<file path="config.mk">
export PLATFORM = sky130hd
export DESIGN_NAME = ddr_rd_arbiter
export DESIGN_NICKNAME = d
export VERILOG_FILES = /design/src/rtl/ddr_rd_arbiter.sv
export SDC_FILE = /design/constraint.sdc
export NUM_CORES = 2
export LEC_CHECK = 0
export CORE_AREA = 2 2 449 451
export CTS_CLUSTER_DIAMETER = 50
export DETAILED_ROUTE_END_ITERATION = 8
export DIE_AREA = 0 0 451 453
export HOLD_SLACK_MARGIN = 0.15
export PLACE_DENSITY = 0.36
export SLEW_MARGIN = 20
export SYNTH_ARGS = -nofsm -noshare
export SYNTH_HDL_FRONTEND = slang
export SYNTH_SLANG_ARGS = --single-unit
</file>
<file path="constraint.sdc">
create_clock -name clk_i -period 20.3 [get_ports clk_i]
set_input_delay 2.03 -clock clk_i [delete_from_list [all_inputs] [get_ports clk_i]]
set_output_delay 2.03 -clock clk_i [all_outputs]
set_load 0.01 [all_outputs]
</file>
<file path="src/rtl/ddr_rd_arbiter.sv">
// ----------------------------------------------------------------------------
// ddr_rd_arbiter
//
// Shares the single DDR read command channel between the weight loader
// (port 0) and the feature-map loader (port 1). One burst is granted at a
// time, round-robin. The granted burst is issued as one read command per
// beat. The returned beats are counted and steered to the owning port.
//
// Ports
//   clk_i, rst_i                 system clock, asynchronous active-high reset
//   reqN_i / addrN_i / lenN_i    burst request (level), start address, beats
//   ackN_o                       one-cycle pulse: request taken, inputs sampled
//   doneN_o                      one-cycle pulse with the last beat of a burst
//   rd_validN_o, rd_data_o       returned beat, valid only for the owner
//   ddr_cmd_en_o/_o/_addr_o      DDR read command (ddr_cmd_o fixed to read)
//   ddr_rdy_i                    DDR command ready
//   ddr_rd_data_valid_i/_data_i  returned beat from the DDR synchroniser
//   err_o                        sticky: a beat arrived with no burst open
//
// state | meaning
// ------+-----------------------------------------------------------------
// IDLE  | no burst open; arbitrate, zero-length bursts finish here
// ISSUE | issuing read commands; returned beats are already counted
// DRAIN | all commands accepted; waiting for the remaining beats
// ----------------------------------------------------------------------------
module ddr_rd_arbiter #(
    parameter int DW        = 512,
    parameter int AW        = 30,
    parameter int LW        = 8,
    parameter int ADDR_STEP = 8
) (
    input  logic          clk_i,
    input  logic          rst_i,
    input  logic          req0_i,
    input  logic          req1_i,
    input  logic [AW-1:0] addr0_i,
    input  logic [AW-1:0] addr1_i,
    input  logic [LW-1:0] len0_i,
    input  logic [LW-1:0] len1_i,
    output logic          ack0_o,
    output logic          ack1_o,
    output logic          done0_o,
    output logic          done1_o,
    output logic          rd_valid0_o,
    output logic          rd_valid1_o,
    output logic [DW-1:0] rd_data_o,
    output logic          ddr_cmd_en_o,
    output logic [2:0]    ddr_cmd_o,
    output logic [AW-1:0] ddr_addr_o,
    input  logic          ddr_rdy_i,
    input  logic          ddr_rd_data_valid_i,
    input  logic [DW-1:0] ddr_rd_data_i,
    output logic          err_o
);

    localparam logic [AW-1:0] STEP    = AW'(ADDR_STEP);
    localparam logic [2:0]    CMD_RD  = 3'b001;

    typedef enum logic [1:0] {
        ST_IDLE  = 2'd0,
        ST_ISSUE = 2'd1,
        ST_DRAIN = 2'd2
    } state_t;

    state_t        state_q, state_d;
    logic          prio_q, prio_d;      // port favoured at the next contention
    logic          owner_q, owner_d;
    logic [AW-1:0] addr_q, addr_d;
    logic [LW:0]   len_q, len_d;
    logic [LW:0]   issued_q, issued_d;
    logic [LW:0]   rcvd_q, rcvd_d;
    logic          cmd_en_q, cmd_en_d;
    logic [1:0]    ack_q, ack_d;
    logic [1:0]    done_q, done_d;
    logic [1:0]    valid_q, valid_d;
    logic [DW-1:0] data_q, data_d;
    logic          err_q, err_d;

    logic [1:0]    req;
    logic          grant_any;
    logic          grant_port;
    logic [AW-1:0] grant_addr;
    logic [LW-1:0] grant_len;
    logic          cmd_acc;
    logic          cmd_last;
    logic          beat_last;

    // Round-robin selection. A grant is suppressed while an ack pulse is
    // still out: the requester only drops req after seeing ack, so the
    // same request would otherwise be granted twice after a zero-length
    // burst, which finishes without leaving IDLE.
    always_comb begin
        req        = {req1_i, req0_i};
        grant_port = req[prio_q] ? prio_q : ~prio_q;
        grant_any  = (|req) && (ack_q == 2'b00);
        grant_addr = grant_port ? addr1_i : addr0_i;
        grant_len  = grant_port ? len1_i : len0_i;
    end

    always_comb begin
        state_d   = state_q;
        prio_d    = prio_q;
        owner_d   = owner_q;
        addr_d    = addr_q;
        len_d     = len_q;
        issued_d  = issued_q;
        rcvd_d    = rcvd_q;
        cmd_en_d  = cmd_en_q;
        ack_d     = 2'b00;
        done_d    = 2'b00;
        valid_d   = 2'b00;
        data_d    = data_q;
        err_d     = err_q;

        cmd_acc   = cmd_en_q & ddr_rdy_i;
        cmd_last  = (issued_q + 1'b1) == len_q;
        beat_last = (rcvd_q + 1'b1) == len_q;

        case (state_q)
            ST_IDLE: begin
                cmd_en_d = 1'b0;
                if (ddr_rd_data_valid_i) begin
                    err_d = 1'b1;
                end
                if (grant_any) begin
                    ack_d[grant_port] = 1'b1;
                    prio_d            = ~grant_port;
                    owner_d           = grant_port;
                    addr_d            = grant_addr;
                    len_d             = {1'b0, grant_len};
                    issued_d          = '0;
                    rcvd_d            = '0;
                    if (grant_len == '0) begin
                        done_d[grant_port] = 1'b1;
                    end else begin
                        state_d = ST_ISSUE;
                    end
                end
            end

            ST_ISSUE: begin
                // cmd_en is raised on the first ISSUE cycle, i.e. the cycle
                // after ack, and held until the last command is taken.
                if (cmd_acc) begin
                    addr_d   = addr_q + STEP;
                    issued_d = issued_q + 1'b1;
                    if (cmd_last) begin
                        cmd_en_d = 1'b0;
                        state_d  = ST_DRAIN;
                    end
                end else begin
                    cmd_en_d = 1'b1;
                end
            end

            ST_DRAIN: begin
                cmd_en_d = 1'b0;
            end

            default: begin
                cmd_en_d = 1'b0;
                state_d  = ST_IDLE;
            end
        endcase

        // Beats may return while commands are still being issued.
        if ((state_q == ST_ISSUE || state_q == ST_DRAIN) && ddr_rd_data_valid_i) begin
            rcvd_d           = rcvd_q + 1'b1;
            valid_d[owner_q] = 1'b1;
            data_d           = ddr_rd_data_i;
            if (beat_last) begin
                done_d[owner_q] = 1'b1;
                cmd_en_d        = 1'b0;
                state_d         = ST_IDLE;
            end
        end
    end

    always_ff @(posedge clk_i or posedge rst_i) begin
        if (rst_i) begin
            state_q  <= ST_IDLE;
            prio_q   <= 1'b0;
            owner_q  <= 1'b0;
            addr_q   <= '0;
            len_q    <= '0;
            issued_q <= '0;
            rcvd_q   <= '0;
            cmd_en_q <= 1'b0;
            ack_q    <= 2'b00;
            done_q   <= 2'b00;
            valid_q  <= 2'b00;
            data_q   <= '0;
            err_q    <= 1'b0;
        end else begin
            state_q  <= state_d;
            prio_q   <= prio_d;
            owner_q  <= owner_d;
            addr_q   <= addr_d;
            len_q    <= len_d;
            issued_q <= issued_d;
            rcvd_q   <= rcvd_d;
            cmd_en_q <= cmd_en_d;
            ack_q    <= ack_d;
            done_q   <= done_d;
            valid_q  <= valid_d;
            data_q   <= data_d;
            err_q    <= err_d;
        end
    end

    assign ack0_o       = ack_q[0];
    assign ack1_o       = ack_q[1];
    assign done0_o      = done_q[0];
    assign done1_o      = done_q[1];
    assign rd_valid0_o  = valid_q[0];
    assign rd_valid1_o  = valid_q[1];
    assign rd_data_o    = data_q;
    assign ddr_cmd_en_o = cmd_en_q;
    assign ddr_cmd_o    = CMD_RD;
    assign ddr_addr_o   = addr_q;
    assign err_o        = err_q;

endmodule

</file>
# Word level (Yosys, flattened, before mapping)
# Index checks and enable logic that the tools add are counted.
[totals] reg_bits=580 out_inout_bits=553 word_cells=84
[classes] addsub=3 n_lt_le_gt_ge=5 eq_ne=6 mux=37 bitwise=4 reduce_logical=16
[ops] operator="30-bit 2-to-1 mux" count=3
[ops] operator="30-bit case mux with 2 select lines" count=1
[ops] operator="9-bit 2-to-1 mux" count=4
[ops] operator="30-bit by 4-bit adder with 30-bit output, second input constant" count=1
[ops] operator="2-bit 2-to-1 mux" count=14
[ops] operator="9-bit by 1-bit adder with 9-bit output, second input constant" count=2
[ops] operator="9-bit by 8-bit equality test with 1-bit output" count=2
[ops] operator="9-bit case mux with 2 select lines" count=1
[ops] operator="1-bit 2-to-1 mux" count=10
[ops] operator="8-bit zero test" count=1
[ops] operator="8-bit 2-to-1 mux" count=1
[ops] operator="1-bit by 2-bit < comparator with 1-bit output, second input constant" count=3
[ops] operator="2-bit case mux with 3 select lines" count=1
[ops] operator="2-bit AND reduction" count=3
[ops] operator="2-bit nonzero test" count=3
[ops] operator="1-bit logical AND" count=4
[ops] operator="2-bit zero test" count=2
[ops] operator="2-bit inequality test, second input constant" count=2
[ops] operator="3-bit AND reduction" count=1
[ops] operator="1-bit demux with 1-bit select" count=2
[ops] operator="2-bit by 1-bit equality test with 1-bit output, second input constant" count=1
[ops] operator="2-bit equality test, second input constant" count=1
[ops] operator="1-bit >= comparator, second input constant" count=2
[ops] operator="1-bit inverter" count=2
[ops] operator="other kinds (4)" count=4

# Depth between registers and ports, before layout
[depth] depth_word=13 mapped_depth=11 ltp_nobuf=8

# Least setup slack after synthesis
# No wires, ideal clock.
[synth_path] path_kind="input to register" startpoint="input req1_i" endpoint="register addr_q[10], in the netlist ddr_addr_o[10]" setup_ps=121 arrival_time_ps=3202 t_required_ps=20179 slack_ps=16977 cell_stages=7 n_path_buf=2 cell_sequence="or2_1 -> a21boi_1 -> o21a_1 -> buf_2 -> buf_2 -> a21oi_1 -> o22a_1"
[synth_between] elab_chain_len=6 elab_cells_between_ends=10
[synth_rtl] element="start: declaration" line_no="35" text="input logic req1_i,"
[synth_rtl] element="1-bit 2-to-1 mux (not written as such) (2 in series)" line_no="94" text="grant_port = req[prio_q] ? prio_q : ~prio_q;"
[synth_rtl] element="1-bit 2-to-1 mux" line_no="94"
[synth_rtl] element="30-bit 2-to-1 mux" line_no="96" text="grant_addr = grant_port ? addr1_i : addr0_i;"
[synth_rtl] element="30-bit 2-to-1 mux" line_no="125" text="if (grant_any) begin"
[synth_rtl] element="30-bit case mux with 2 select lines" line_no="119" text="case (state_q)"
[synth_rtl] element="end signal: assignment" line_no="198" text="addr_q <= addr_d;"
[synth_rtl] element="end: declaration" line_no="68" text="logic [AW-1:0] addr_q, addr_d;"
# Several ways; a longest one is shown, not always the timed one. The select of a mux whose other input is x is not followed.
# A chain may end at the register's enable or synchronous reset.

# Worst setup path in the final report
[layout_path] startpoint="input ddr_rd_data_valid_i" endpoint="register data_q[501], in the netlist rd_data_o[501]"
[layout_between] elab_chain_len=1
[layout_rtl] element="start: declaration" line_no="51" text="input logic ddr_rd_data_valid_i,"
[layout_rtl] element="1-bit logical AND" line_no="167" text="if ((state_q == ST_ISSUE || state_q == ST_DRAIN) && ddr_rd_data_valid_i) begin"
[layout_rtl] element="end signal: assignment" line_no="206" text="data_q <= data_d;"
[layout_rtl] element="end: declaration" line_no="76" text="logic [DW-1:0] data_q, data_d;"
# Every way passes these cells.

==> metrics <==
status=finished clean; #FFs+latches synth=580; GRT met1 Usage=16.3%; Area Growth Syn to Fin=78.2%; Leak=19.0 nW; first-pass GRT wire length=202,000 um; slowest stage delay, CP=910 ps; die width=451 um; post-layout minimum cycle time=5810 ps; Crit Path Max Fanout=86; Sink Count=580; IO Pins=1,147; Nets=4,459; Worst Hold Class=register to register; post-synth top area share=61.7%; synth cell count leaders=nand2_1, dfrtp_1, clkbuf_1; DR vias/cell=3.46; initial antenna violation count=71; drt first pass iters=5; Synth Flop Type=dfrtp_1; critical path type=input pin to register; top cells by area, synth=dfrtp_1, nand2_1, clkbuf_1, nor2_1, a21oi_1; setup TNS=0 ps; final hold violations=0; final period utilization=28.6%; EDFF count, synth=0; Port Buffers=1,143; DR iter-0 viols=1,217; Top Usage Layer GRT=met2; crit path DAT=6470 ps; Top cell by count, worst path=buf_4; Worst setup SP type=input pin; Worst slew margin=28.8%; Synth async-reset ratio=100%; Total Power=7.12 mW; Synth cell types=60; Max VDD drop=0.102 mV; Max stage delay cell, worst path=buf_4; met3 Use GR=4.83%; Cells after Synth=2,723; gr ovfl total=0; routability cong.=0.865; final core area utilization=21.0%; die height=453 um; CTS clock-pin slew for the worst setup and hold paths=50 ps; Antenna Nets Post-Route=0; Worst EP required=20,960 ps; Critical path origin=ddr_rd_data_valid_i; worst-skew pair later-pin latency=720 ps; clock buffer depth=3; Syn. warnings=0; top-count cell post-synth=nand2_1; Routed WL per cell=22.6 um; worst-path cell chain=clkdlybuf4s50_1, and2_4, buf_4, buf_4, buf_4, buf_4, nand2_1, nand2_1; CTS tree=done; CTS Hold Buffers Added=0; Residual DRC=0; pwr dens=170 nW/um^2; Post-CTS Resized=0; overall routing resource usage=14.2%; Final Setup Violations=0; Max Freq=172 MHz; overall routed net length=150,000 um; total number of vias=22,900; die area=204,000 um^2; min-delay src=rd_data_o[108]; Initial Utilization=11.8%; Synth area leader=dfrtp_1; crit end category=register; RSZ-0062 raised after global routing=false; htree depth=3; CTS Root Cell=clkbuf_16; cts bufs inserted=112; register area share after synthesis=61.7%; number of filler instances in the final layout=21,900; dpl hpwl=118,000 um; largest net degree at the start of global routing=158; Core Area=199,000 um^2; worst-margin pin slew=1070 ps; Syn Area/Cell=8.64 um^2; Setup Skew=27.5 ps; Crit Reg-Reg Startpoint=state_q[0]; share of cells above drive strength 1=6.50%; Post-Syn Area=23,500 um^2; Global Route met2 Usage=25.1%; max-cap violation count=0; std cell rows=164; vias in the first global route=23,300; Post-CTS Setup Bufs=0; max-slew violations=0
-- per-layer routing --
layer  routed length [um]  share of wire [%]  up-vias
met5                  160               0.11        -
met1                58700                 39    11000
met3                10700                7.2      266
met2                75900                 51      758
li1                     -                  -    10800
met4                 4370                2.9       24
-- power breakdown --
group          internal (mW)  switching [mW]  leakage, nW
clock                   1.26           0.732         1.90
sequential              1.70           0.390         7.17
combinational           1.34            1.70         9.90
total                   4.30            2.82         19.0
-- cells by family (layout without fill, tap and decap cells) --
family          count (synthesis)  in the layout  share of synthesized area (%)
other cells                     2             13                         0.0319
buf+inv                       160           1390                           2.80
flops                         580            580                           61.7
fa+ha+maj                       7              7                          0.372
compound gates                162            162                           4.39
xor+xnor                       20             20                          0.745
simple gates                 1780           1780                           29.4
mux                            12             12                          0.543
-- per-stage QoR --
stage	setup WS (ps)	area, um^2	hold WS, ps	instances
after floorplan	2040	23500	463	2724
after global placement	13720	37900	457	6400
after detailed placement	13660	37900	461	6400
after CTS	14500	41900	474	6610
after global routing	14150	41900	487	6613
final	14490	41900	469	6620
-- cell usage in the layout, fill, tap and decap left out, drive strengths merged, types with 12 or more instances in the layout --
| cell type | count |
|---|---|
| clkbuf | 135 |
| nand2 | 1611 |
| o21ai | 42 |
| nor2 | 83 |
| inv | 26 |
| buf | 29 |
| clkdlybuf4s50 | 1143 |
| xor2 | 12 |
| bufinv | 13 |
| clkinvlp | 18 |
| a21oi | 44 |
| o31ai | 12 |
| a31oi | 14 |
| dfrtp | 580 |
| nand3 | 25 |
| clkinv | 26 |
| and3 | 13 |
-- critical path: cells and delay by family --
kind / cells / cell delay (ps)
and+or+nand+nor: 3 / 690
buffers and inverters: 5 / 3500
-- state kept, by name (all words and copies together) (netlist names) --
register      flops
prio_q            1
owner_q           1
ack_q             2
rd_data_o       512
state_q           2
issued_q          9
ddr_cmd_en_o      1
ddr_addr_o       30
len_q             8
done_q            2
rcvd_q            9
err_o             1
valid_q           2
-- area by class of cell --
cell class	count	area (um^2)	area share, %
antenna	10	25.0	0.0597
clock buffer	135	3080	7.36
clock inverter	75	883	2.11
inverter	8	37.5	0.0895
multi-input combinational	1984	8380	20.0
sequential	580	14500	34.6
tap	2656	3320	7.93
timing repair buffer	1172	11700	27.8
-- path summary, 6_finish.rpt --
path / endpoint / slack [ps] / depth (start not counted)
worst max-delay path: rd_data_o[501] / 14490 / 8
worst min-delay path: rd_data_o[108] / 470 / 2
worst max register to register: rd_data_o[501] / 15520 / 9
worst min register to register: rd_data_o[108] / 470 / 2
max in group asynchronous: rd_data_o[29] / 14850 / 6
min in group asynchronous: rd_data_o[295] / 1880 / 2
(Power assumes the default switching activity.)
